`config.mk`:
```
export PLATFORM = sky130hd
export DESIGN_NAME = debouncer_multi_flat
export DESIGN_NICKNAME = d
export VERILOG_FILES = /design/src/rtl/debouncer_multi_if.sv /design/src/rtl/debouncer_multi.sv /design/src/flat_wrapper.sv
export SDC_FILE = /design/constraint.sdc
export NUM_CORES = 1
export LEC_CHECK = 0
export ABC_AREA = 1
export BUFFER_PORTS_ARGS = -buffer_cell sky130_fd_sc_hd__buf_2
export CAP_MARGIN = 20
export CORE_ASPECT_RATIO = 1.75
export CORE_MARGIN = 4
export CORE_UTILIZATION = 30
export CTS_BUF_LIST = sky130_fd_sc_hd__clkbuf_4 sky130_fd_sc_hd__clkbuf_8
export DETAILED_ROUTE_END_ITERATION = 12
export GPL_TIMING_DRIVEN = 1
export PLACE_DENSITY = 0.45
export RECOVER_POWER = 100
export SYNTH_ARGS = -nofsm -noshare
export SYNTH_HDL_FRONTEND = slang
export SYNTH_SLANG_ARGS = --single-unit
export TNS_END_PERCENT = 50
```
`constraint.sdc`:
```
create_clock -name clk -period 5.5 [get_ports clk]
set_clock_uncertainty 0.15 [all_clocks]
set_input_delay 1.375 -clock clk [delete_from_list [all_inputs] [get_ports clk]]
set_output_delay 1.375 -clock clk [all_outputs]
set_load 0.02 [all_outputs]
```
`src/rtl/debouncer_multi_if.sv`:
```
// debouncer_multi_if: raw inputs and filtered outputs of the multi-channel debouncer.
interface debouncer_multi_if #(parameter int CHANNELS = 4);
    logic [CHANNELS-1:0] noisy;
    logic [CHANNELS-1:0] debounced;
    logic [CHANNELS-1:0] rise;
    logic [CHANNELS-1:0] fall;
    logic [CHANNELS-1:0] long_press;
    modport master (output noisy, input debounced, rise, fall, long_press);
    modport slave (input noisy, output debounced, rise, fall, long_press);
endinterface

```
`src/rtl/debouncer_multi.sv`:
```
// debouncer_multi: independent per-channel synchronizer, four-state debounce FSM,
// edge pulses and optional long-press detection.
module debouncer_multi #(
    parameter int CHANNELS    = 4,
    parameter int FINAL_VALUE = 1_999_999,
    parameter int CNT_W       = 21,
    parameter int LONG_VALUE  = 0,
    parameter int LONG_W      = 28
) (
    input logic clk,
    input logic reset,
    debouncer_multi_if.slave bus
);
    typedef enum logic [1:0] {ZERO, WAIT1, ONE, WAIT0} state_t;
    localparam logic [CNT_W-1:0] CNT_END = CNT_W'(FINAL_VALUE);
    for (genvar i = 0; i < CHANNELS; i++) begin : g_ch
        state_t state_q, state_d;
        logic [CNT_W-1:0] cnt_q, cnt_d;
        logic [1:0] sync_q, sync_d;
        logic deb_q, deb_d, rise_q, rise_d, fall_q, fall_d;
        always_comb begin
            sync_d = {sync_q[0], bus.noisy[i]};
            state_d = state_q;
            cnt_d = cnt_q;
            case (state_q)
                ZERO: if (sync_q[1]) begin
                    state_d = WAIT1;
                    cnt_d = '0;
                end
                WAIT1: if (!sync_q[1]) state_d = ZERO;
                    else if (cnt_q == CNT_END) state_d = ONE;
                    else cnt_d = cnt_q + 1'b1;
                ONE: if (!sync_q[1]) begin
                    state_d = WAIT0;
                    cnt_d = '0;
                end
                default: if (sync_q[1]) state_d = ONE;
                    else if (cnt_q == CNT_END) state_d = ZERO;
                    else cnt_d = cnt_q + 1'b1;
            endcase
            deb_d = state_d == ONE || state_d == WAIT0;
            rise_d = deb_d & ~deb_q;
            fall_d = ~deb_d & deb_q;
        end
        always_ff @(posedge clk or posedge reset) begin
            if (reset) begin
                sync_q <= '0;
                state_q <= ZERO;
                cnt_q <= '0;
                deb_q <= 1'b0;
                rise_q <= 1'b0;
                fall_q <= 1'b0;
            end else begin
                sync_q <= sync_d;
                state_q <= state_d;
                cnt_q <= cnt_d;
                deb_q <= deb_d;
                rise_q <= rise_d;
                fall_q <= fall_d;
            end
        end
        assign bus.debounced[i] = deb_q;
        assign bus.rise[i] = rise_q;
        assign bus.fall[i] = fall_q;
        if (LONG_VALUE > 0) begin : g_long
            localparam logic [LONG_W-1:0] HOLD_END = LONG_W'(LONG_VALUE);
            logic [LONG_W-1:0] hold_q, hold_d;
            logic lp_q, lp_d;
            // Only a fresh press (WAIT1->ONE) restarts the hold; a bounce back from WAIT0 keeps it.
            always_comb begin
                hold_d = (state_q == WAIT1 && state_d == ONE) ? '0 :
                         (deb_q && hold_q != HOLD_END) ? hold_q + 1'b1 : hold_q;
                lp_d = hold_d == HOLD_END && hold_q != HOLD_END;
            end
            always_ff @(posedge clk or posedge reset) begin
                if (reset) begin
                    hold_q <= '0;
                    lp_q <= 1'b0;
                end else begin
                    hold_q <= hold_d;
                    lp_q <= lp_d;
                end
            end
            assign bus.long_press[i] = lp_q;
        end else begin : g_nolong
            assign bus.long_press[i] = 1'b0;
        end
    end
endmodule

```
`src/flat_wrapper.sv`:
```
// flat-port wrapper written by rule: the top's interface ports become plain ports
module debouncer_multi_flat 
#(
    parameter int CHANNELS    = 4,
    parameter int FINAL_VALUE = 1_999_999,
    parameter int CNT_W       = 21,
    parameter int LONG_VALUE  = 0,
    parameter int LONG_W      = 28
)
  (clk, reset, bus_noisy, bus_debounced, bus_rise, bus_fall, bus_long_press);
  debouncer_multi_if #(.CHANNELS(CHANNELS)) bus_i ();
  input logic clk;
  input logic reset;
  input wire logic [$bits(bus_i.noisy)-1:0] bus_noisy;
  output wire logic [$bits(bus_i.debounced)-1:0] bus_debounced;
  output wire logic [$bits(bus_i.rise)-1:0] bus_rise;
  output wire logic [$bits(bus_i.fall)-1:0] bus_fall;
  output wire logic [$bits(bus_i.long_press)-1:0] bus_long_press;
  assign bus_i.noisy = bus_noisy;
  assign bus_debounced = bus_i.debounced;
  assign bus_rise = bus_i.rise;
  assign bus_fall = bus_i.fall;
  assign bus_long_press = bus_i.long_press;
  debouncer_multi #(.CHANNELS(CHANNELS), .FINAL_VALUE(FINAL_VALUE), .CNT_W(CNT_W), .LONG_VALUE(LONG_VALUE), .LONG_W(LONG_W)) u_core (.clk(clk), .reset(reset), .bus(bus_i));
endmodule
```
After elaboration in Yosys (flattened, before gate mapping):

Cells that the tools add are included.

* flip-flop bits (word level): 112
* bits of input ports: 6
* output and inout bits: 16

* add/subtract/negate cells: 4
* eq/ne operators: 36
* mux-type cells: 52
* bitwise logic cells: 16
* reduce and logical (&&, ||, !) cells: 12

Operator list (number)
* 21-bit two-way mux: 20
* 21-bit case mux with 3 select lines: 4
* 21-bit by 1-bit adder with 21-bit output (second input constant): 4
* 21-bit == test (second input constant): 4
* 2-bit two-way mux: 24
* 2-bit == test (second input constant): 12
* 2-bit case mux with 3 select lines: 4
* 2-bit by 1-bit != test with 1-bit output (second input constant): 8
* 4-bit AND reduction: 4
* 3-bit != test (second input constant): 4
* 1-bit AND: 8
* 2-bit by 1-bit == test with 1-bit output (second input constant): 4
* 2-bit zero test: 4
* 2-bit != test (second input constant): 4
* 1-bit inverter: 8
* 1-bit logical OR: 4

Depth between registers and ports, before layout:

Gate-level depths: netlist of run 1.

* word-level depth: 8
* mapped depth: 11
* mapped depth without buffers: 10

Worst setup path after synthesis of run 1:

Ideal clock, no wire load.

* kind: reg-to-output
* start: register u_core.g_ch[2].deb_q
* end: output port bus_debounced[2]
* data arrival time: 0.518 ns
* data required time: 3.975 ns
* slack: 3.457 ns
* stages on the path, launching flop included: 2
* path buffers: 1
* cells stage by stage: dfrtp_1 buf_4

RTL lines
* start, declared: RTL line debouncer_multi.sv:20 `logic deb_q, deb_d, rise_q, rise_d, fall_q, fall_d;`
* start signal, assigned: RTL line debouncer_multi.sv:50 `deb_q <= 1'b0;`
* start signal, assigned: RTL line debouncer_multi.sv:57 `deb_q <= deb_d;`
* end, declared: RTL line flat_wrapper.sv:15 `output wire logic [$bits(bus_i.debounced)-1:0] bus_debounced;`

No word-level cell between the ends.

Final worst setup path of run 1:

* start: register u_core.g_ch[3].cnt_q[0]
* end: register u_core.g_ch[3].cnt_q[5]

* cells in the longest elaborated chain, start to end: 4

RTL lines
* start, declared: RTL line debouncer_multi.sv:18 `logic [CNT_W-1:0] cnt_q, cnt_d;`
* start signal, assigned: RTL line debouncer_multi.sv:56 `cnt_q <= cnt_d;`
* 21-bit by 1-bit adder with 21-bit output / 21-bit == test (equally long branches)
* 21-bit two-way mux *: RTL line debouncer_multi.sv:31, debouncer_multi.sv:38
* 21-bit two-way mux, on equally long branches: RTL line debouncer_multi.sv:37, debouncer_multi.sv:30
* 21-bit case mux with 3 select lines *: RTL line debouncer_multi.sv:25 `case (state_q)`

Every way passes the cells marked *; elsewhere a longest branch is shown, timed or not. The select of a mux whose other input is x is not followed.
A chain may end at the register's enable or synchronous reset.

==> metrics.cfg, run 1 <==
[run_status]
status=finished, violations left
violations=max-capacitance violations, max-slew violations

[clocking]
cts_tree=yes
clkLatencyLatePin_ps=410
cts.sink_count=112
ctsResizeCount=0
clk_path_buf_depth=2
cts_setup_buffers=0
clockRootBuffer=clkbuf_8
ctsHoldBuffers=0
ctsHtreeMaxLevel=3
cts_buffers=9
clk_pin_slew_ps=110

[die]
die_y_um=206
dieArea_um2=24900
dieWidth_um=121
core_um2=22100
ios=22
initial_core_util=0.304
rows=72

[synthesis]
synth_edf_count=0
yosys.area.top_type_share=0.418
synth_top_flop_cell=dfrtp_1
yosysTopAreaCell=dfrtp_1
synth_area_um2=6710
ys_seq_area_frac=0.418
async_flop_share=1.00
ys_types=32
yosysWarnings=0
synth-seq-cells=112
syn_area_per_cell_um2=6.94
syn_inst=966
yosysMostFrequentCell=nand2_1
ys_top_cells_by_count=323 x nand2_1, 134 x nor2_1, 112 x dfrtp_1
synth_area_leaders=dfrtp_1 42%, nand2_1 18%, nor2_1 7.5%, nand3_1 7.0%, inv_1 4.7%

[sta]
rsz0062_at_grt=false
hold_viol_final=0
relSlewSlack=-1.12
fmax_mhz=280
timing.hold.ws_ps=205
finalSetupViolations=0
fin_crit_ps=3570
maxSlewViolCount=67
tns_ps=0
finalCritPeriodShare=0.649
worst_slew_pin_slew_ps=3160

[global_routing]
met1_usage=0.152
grt-busiest-layer=met2
grt_start_max_net_pins=67
grt_use_met3=0.0234
antenna_found_initial=0
gr-usage-all-layers=0.150
use_met2=0.290
grt_pass1_vias=5906
grt_pass1_wl_mm=29.4
grt-ovfl-total=0

[routing]
routed_via_density=4.59
drc_errors=0
drt_iter0_drc=245
postRouteWirelength_mm=17.6
firstDrtPassIters=4
routed-via-count=5798
wl_per_cell_um=13.9
ant_nets=0

[setup_path]
worst-setup-path-type=flop to flop
reg2reg_setup_slack_ps=1930
critPathLaunchType=flop
cp-end-kind=flop
cp.arrival_ps=3720
path_max_fanout=29
cp.required_ps=5650
rr_worst_depth=8

[final_layout]
nets=972
antenna_cells=0
drive_gt1_frac=0.0393
area_growth_pct=5.58

[power_and_ir_drop]
leakage_nw=3.04
irDropWorstVdd_v=0.0000960
p_per_area_nw_per_um2=201

[job]
drv_cap=1

[placement]
io_buffers=17
routabilityCongestion=0.839
dp_hpwl_mm=12.9

[min_path]
holdPathStages=0
hold_class=flop to flop

[cells by family after synthesis]
family,count (synthesis),synth area share
other cells,1,0.000559
simple gates,622,0.395
compound gates,78,0.0642
flops,112,0.418
xor+xnor,20,0.0261
fa+ha+maj,4,0.00746
buf+inv,129,0.0888
[layer usage]
layer  share of wire  vias up
li1                -     3039
met1            0.39     2660
met2            0.56       62
met3           0.020       37
met5               0        -
met4           0.031        0
[critical path, stage by stage (launching register included)]
cell	delay, ps
dfrtp_1	450
ha_1	300
nand3_1	270
inv_1	160
nand2_1	100
nor2_1	50
a21oi_1	870
inv_1	740
o21ai_0	360
[state kept, by name (all words and copies together) (netlist names)]
signal,count
u_core.g_ch.fall_q,4
u_core.g_ch.rise_q,4
u_core.g_ch.cnt_q,84
u_core.g_ch.deb_q,4
u_core.g_ch.sync_q,8
u_core.g_ch.state_q,8
[stage by stage]
stage	total power [mW]	setup slack, ps	area [µm²]	instances	util
global route	1.50	1440	7080	1263	0.321
detailed placement	0.956	2480	6950	1247	0.315
floorplan	0.935	1020	6720	969	-
CTS	1.47	2460	7140	1263	0.323
global placement	0.955	2490	6950	1247	0.315
finish	1.42	1930	7080	1263	0.321
[cell usage in the layout (no fill, tap or decap)]
cell type / instances
nand2_1: 324
nor2_1: 135
dfrtp_1: 112
nand3_1: 96
inv_1: 88
o21ai_0: 67
nand4_1: 38
xor2_1: 19
clkbuf_1: 14
or2_2: 11
clkbuf_8: 10
o21bai_1: 9
nand3b_1: 6
and2_1: 5
ha_1: 4
conb_1: 4
buf_2: 4
buf_4: 4
nor3_1: 3
clkinvlp_4: 3
and2_0: 2
a21oi_1: 1
nor2_2: 1
nand3_2: 1
a21boi_0: 1
clkinvlp_2: 1
xnor2_1: 1
inv_6: 1
clkinv_4: 1
clkbuf_4: 1
[worst paths after layout]
kind / startpoint / endpoint
setup / recovery: u_core.g_ch[3].cnt_q[0] / u_core.g_ch[3].cnt_q[5]
hold / removal: u_core.g_ch[3].sync_q[0] / u_core.g_ch[3].sync_q[1]
setup reg to reg: u_core.g_ch[3].cnt_q[0] / u_core.g_ch[3].cnt_q[5]
hold reg to reg: u_core.g_ch[3].sync_q[0] / u_core.g_ch[3].sync_q[1]
max in group asynchronous: reset / u_core.g_ch[3].cnt_q[5]
min in group asynchronous: reset / u_core.g_ch[0].cnt_q[14]
[power by group]
group          internal (mW)  switching (mW)  total (mW)
clock network          0.185           0.305       0.490
logic                 0.0170          0.0589      0.0759
registers              0.838          0.0200       0.858
[final cells by class]
type / instances / area [µm²]
Inverter: 89 / 335
Clock inverter: 5 / 40.0
Clock buffer: 11 / 145
Tap cell: 296 / 370
Multi-Input combinational cell: 728 / 3290
Sequential cell: 112 / 2800
Fill cell: 2470 / 15000
Timing Repair Buffer: 22 / 103
(Power assumes the default switching activity.)
==> run 2, diff against run 1 <==
- clock period: 5.5 -> 3.6 ns (I/O delays scaled with it)
==> run 2 against run 1 <==
The run still ends with max-capacitance violations, max-slew violations left. Die area is the same. Power grew 56%. First-iteration DRC count shrank 6.5%. Largest cell class unchanged. Fmax grew 24%. Sequential cell count is the same. Sequential share of layout area shrank 0.31 points. Sequential power grew 53%. Critical endpoint is now u_core.g_ch[1].cnt_q[7].
==> metrics.cfg, run 2 (same netlist as run 1, synthesis figures left out) <==
[run_status]
status=finished, violations left
violations=max-capacitance violations, max-slew violations

[global_routing]
antenna_found_initial=0
grt_pass1_vias=5802
grt_pass1_wl_mm=29.0
grt-ovfl-total=0
gr-usage-all-layers=0.147
grt_start_max_net_pins=65

[clocking]
clockRootBuffer=clkbuf_8
cts_buffers=9
cts.sink_count=112
ctsResizeCount=0
cts_setup_buffers=0
clkLatencyLatePin_ps=410
clk_pin_slew_ps=120
ctsHtreeMaxLevel=3
ctsHoldBuffers=0
cts_tree=yes
clk_path_buf_depth=2

[power_and_ir_drop]
p_per_area_nw_per_um2=312
report.power.total_mw=2.23
leakage_nw=3.06
irDropWorstVdd_v=0.000149

[placement]
io_buffers=17
routabilityCongestion=0.819
dp_hpwl_mm=12.9
postPlaceCellArea_um2=7010
placed_cells=1251

[final_layout]
reg_top3=u_core.g_ch.cnt_q: 84 flops, u_core.g_ch.state_q: 8 flops, u_core.g_ch.sync_q: 8 flops
layout_commonest_cell=nand2_1
area_growth_pct=6.42
instances_no_fill=1267
num-fill-cells=2442
final_cell_mix=323 x nand2_1, 135 x nor2_1, 112 x dfrtp_1, 96 x nand3_1, 87 x inv_1
finalInstanceArea_um2=7140
top_register=u_core.g_ch.cnt_q
largest_reg_flops=84
antenna_cells=0
nets=976
drive_gt1_frac=0.0443

[die]
dieWidth_um=121
rows=72
dieArea_um2=24900
ios=22
die_y_um=206
initial_core_util=0.304
core_um2=22100

[sta]
finalCritPeriodShare=0.802
rsz0062_at_grt=false
finalSetupViolations=0
timing.hold.ws_ps=217
worst_slew_pin_slew_ps=1710
hold_viol_final=0
fin_crit_ps=2890
tns_ps=0
relSlewSlack=-0.137
fmax_mhz=346
maxSlewViolCount=65

[routing]
drt_iter0_drc=229
firstDrtPassIters=4
drc_errors=0
routed_via_density=4.60
ant_nets=0
routed-via-count=5822
postRouteWirelength_mm=17.3
wl_per_cell_um=13.7

[setup_path]
crit_chain=ha_1 > nand3_1 > nor2_1 > nand3_1 > nand2_1 > clkbuf_1 > inv_1 > nand3b_1 > nand2_1
critPathLaunchType=flop
crit_path_start=u_core.g_ch[1].cnt_q[0]
cp.arrival_ps=3040
cp.required_ps=3750
crit_path_max_incr_delay_ps=510
worst-setup-path-type=flop to flop
path_max_fanout=14
rr_startpoint=u_core.g_ch[1].cnt_q[0]
cp-end-kind=flop
cp_slowest_cell=clkbuf_1

[job]
drv_cap=1

[min_path]
hold_class=flop to flop
hold_start=u_core.g_ch[1].sync_q[0]

-- run 2: path summary, 6_finish.rpt --
check,to,slack (ps),cells past startpoint
setup reg to reg,u_core.g_ch[1].cnt_q[7],710,9
hold reg to reg,u_core.g_ch[1].sync_q[1],220,0
min in group asynchronous,u_core.g_ch[2].deb_q,420,3
max in group asynchronous,u_core.g_ch[3].cnt_q[0],1250,3
hold / removal,u_core.g_ch[1].sync_q[1],220,0
setup / recovery,u_core.g_ch[1].cnt_q[7],710,9
-- run 2: critical path, delay by kind of cell, from the launching register on --
kind,cells,cell delay [ps]
and+or+nand+nor,6,1030
buffers and inverters,2,870
DFF,1,430
adders and majority gates,1,290
-- run 2: power by group --
group	internal, mW	leakage, nW	total [mW]	switching [mW]
Sequential	1.28	1.53	1.31	0.0276
Combinational	0.0290	1.44	0.124	0.0946
Clock	0.287	0.0942	0.794	0.507
-- run 2: routing by layer --
layer / up-vias / global-route usage / part of all wire
li1: 3058 / - / -
met1: 2673 / 0.156 / 0.39
met2: 61 / 0.281 / 0.56
met3: 30 / 0.0231 / 0.020
met4: 0 / 0.0628 / 0.029
met5: - / 0 / 0
-- run 2: through the flow --
stage | worst slack, ps | utilization
floorplan | 1190 | -
global placement | 1060 | 0.318
detailed placement | 990 | 0.318
CTS | 971 | 0.327
global route | 310 | 0.323
finish | 711 | 0.323
-- run 2: final cells by class --
| cell class | instances | area (µm²) | share of cell area |
|---|---|---|---|
| multi-input combinational | 728 | 3300 | 0.462 |
| sequential | 112 | 2800 | 0.393 |
| tap | 296 | 370 | 0.0519 |
| inverter | 89 | 335 | 0.0470 |
| clock buffer | 10 | 138 | 0.0193 |
| timing repair buffer | 26 | 133 | 0.0186 |
| clock inverter | 6 | 60.1 | 0.00841 |
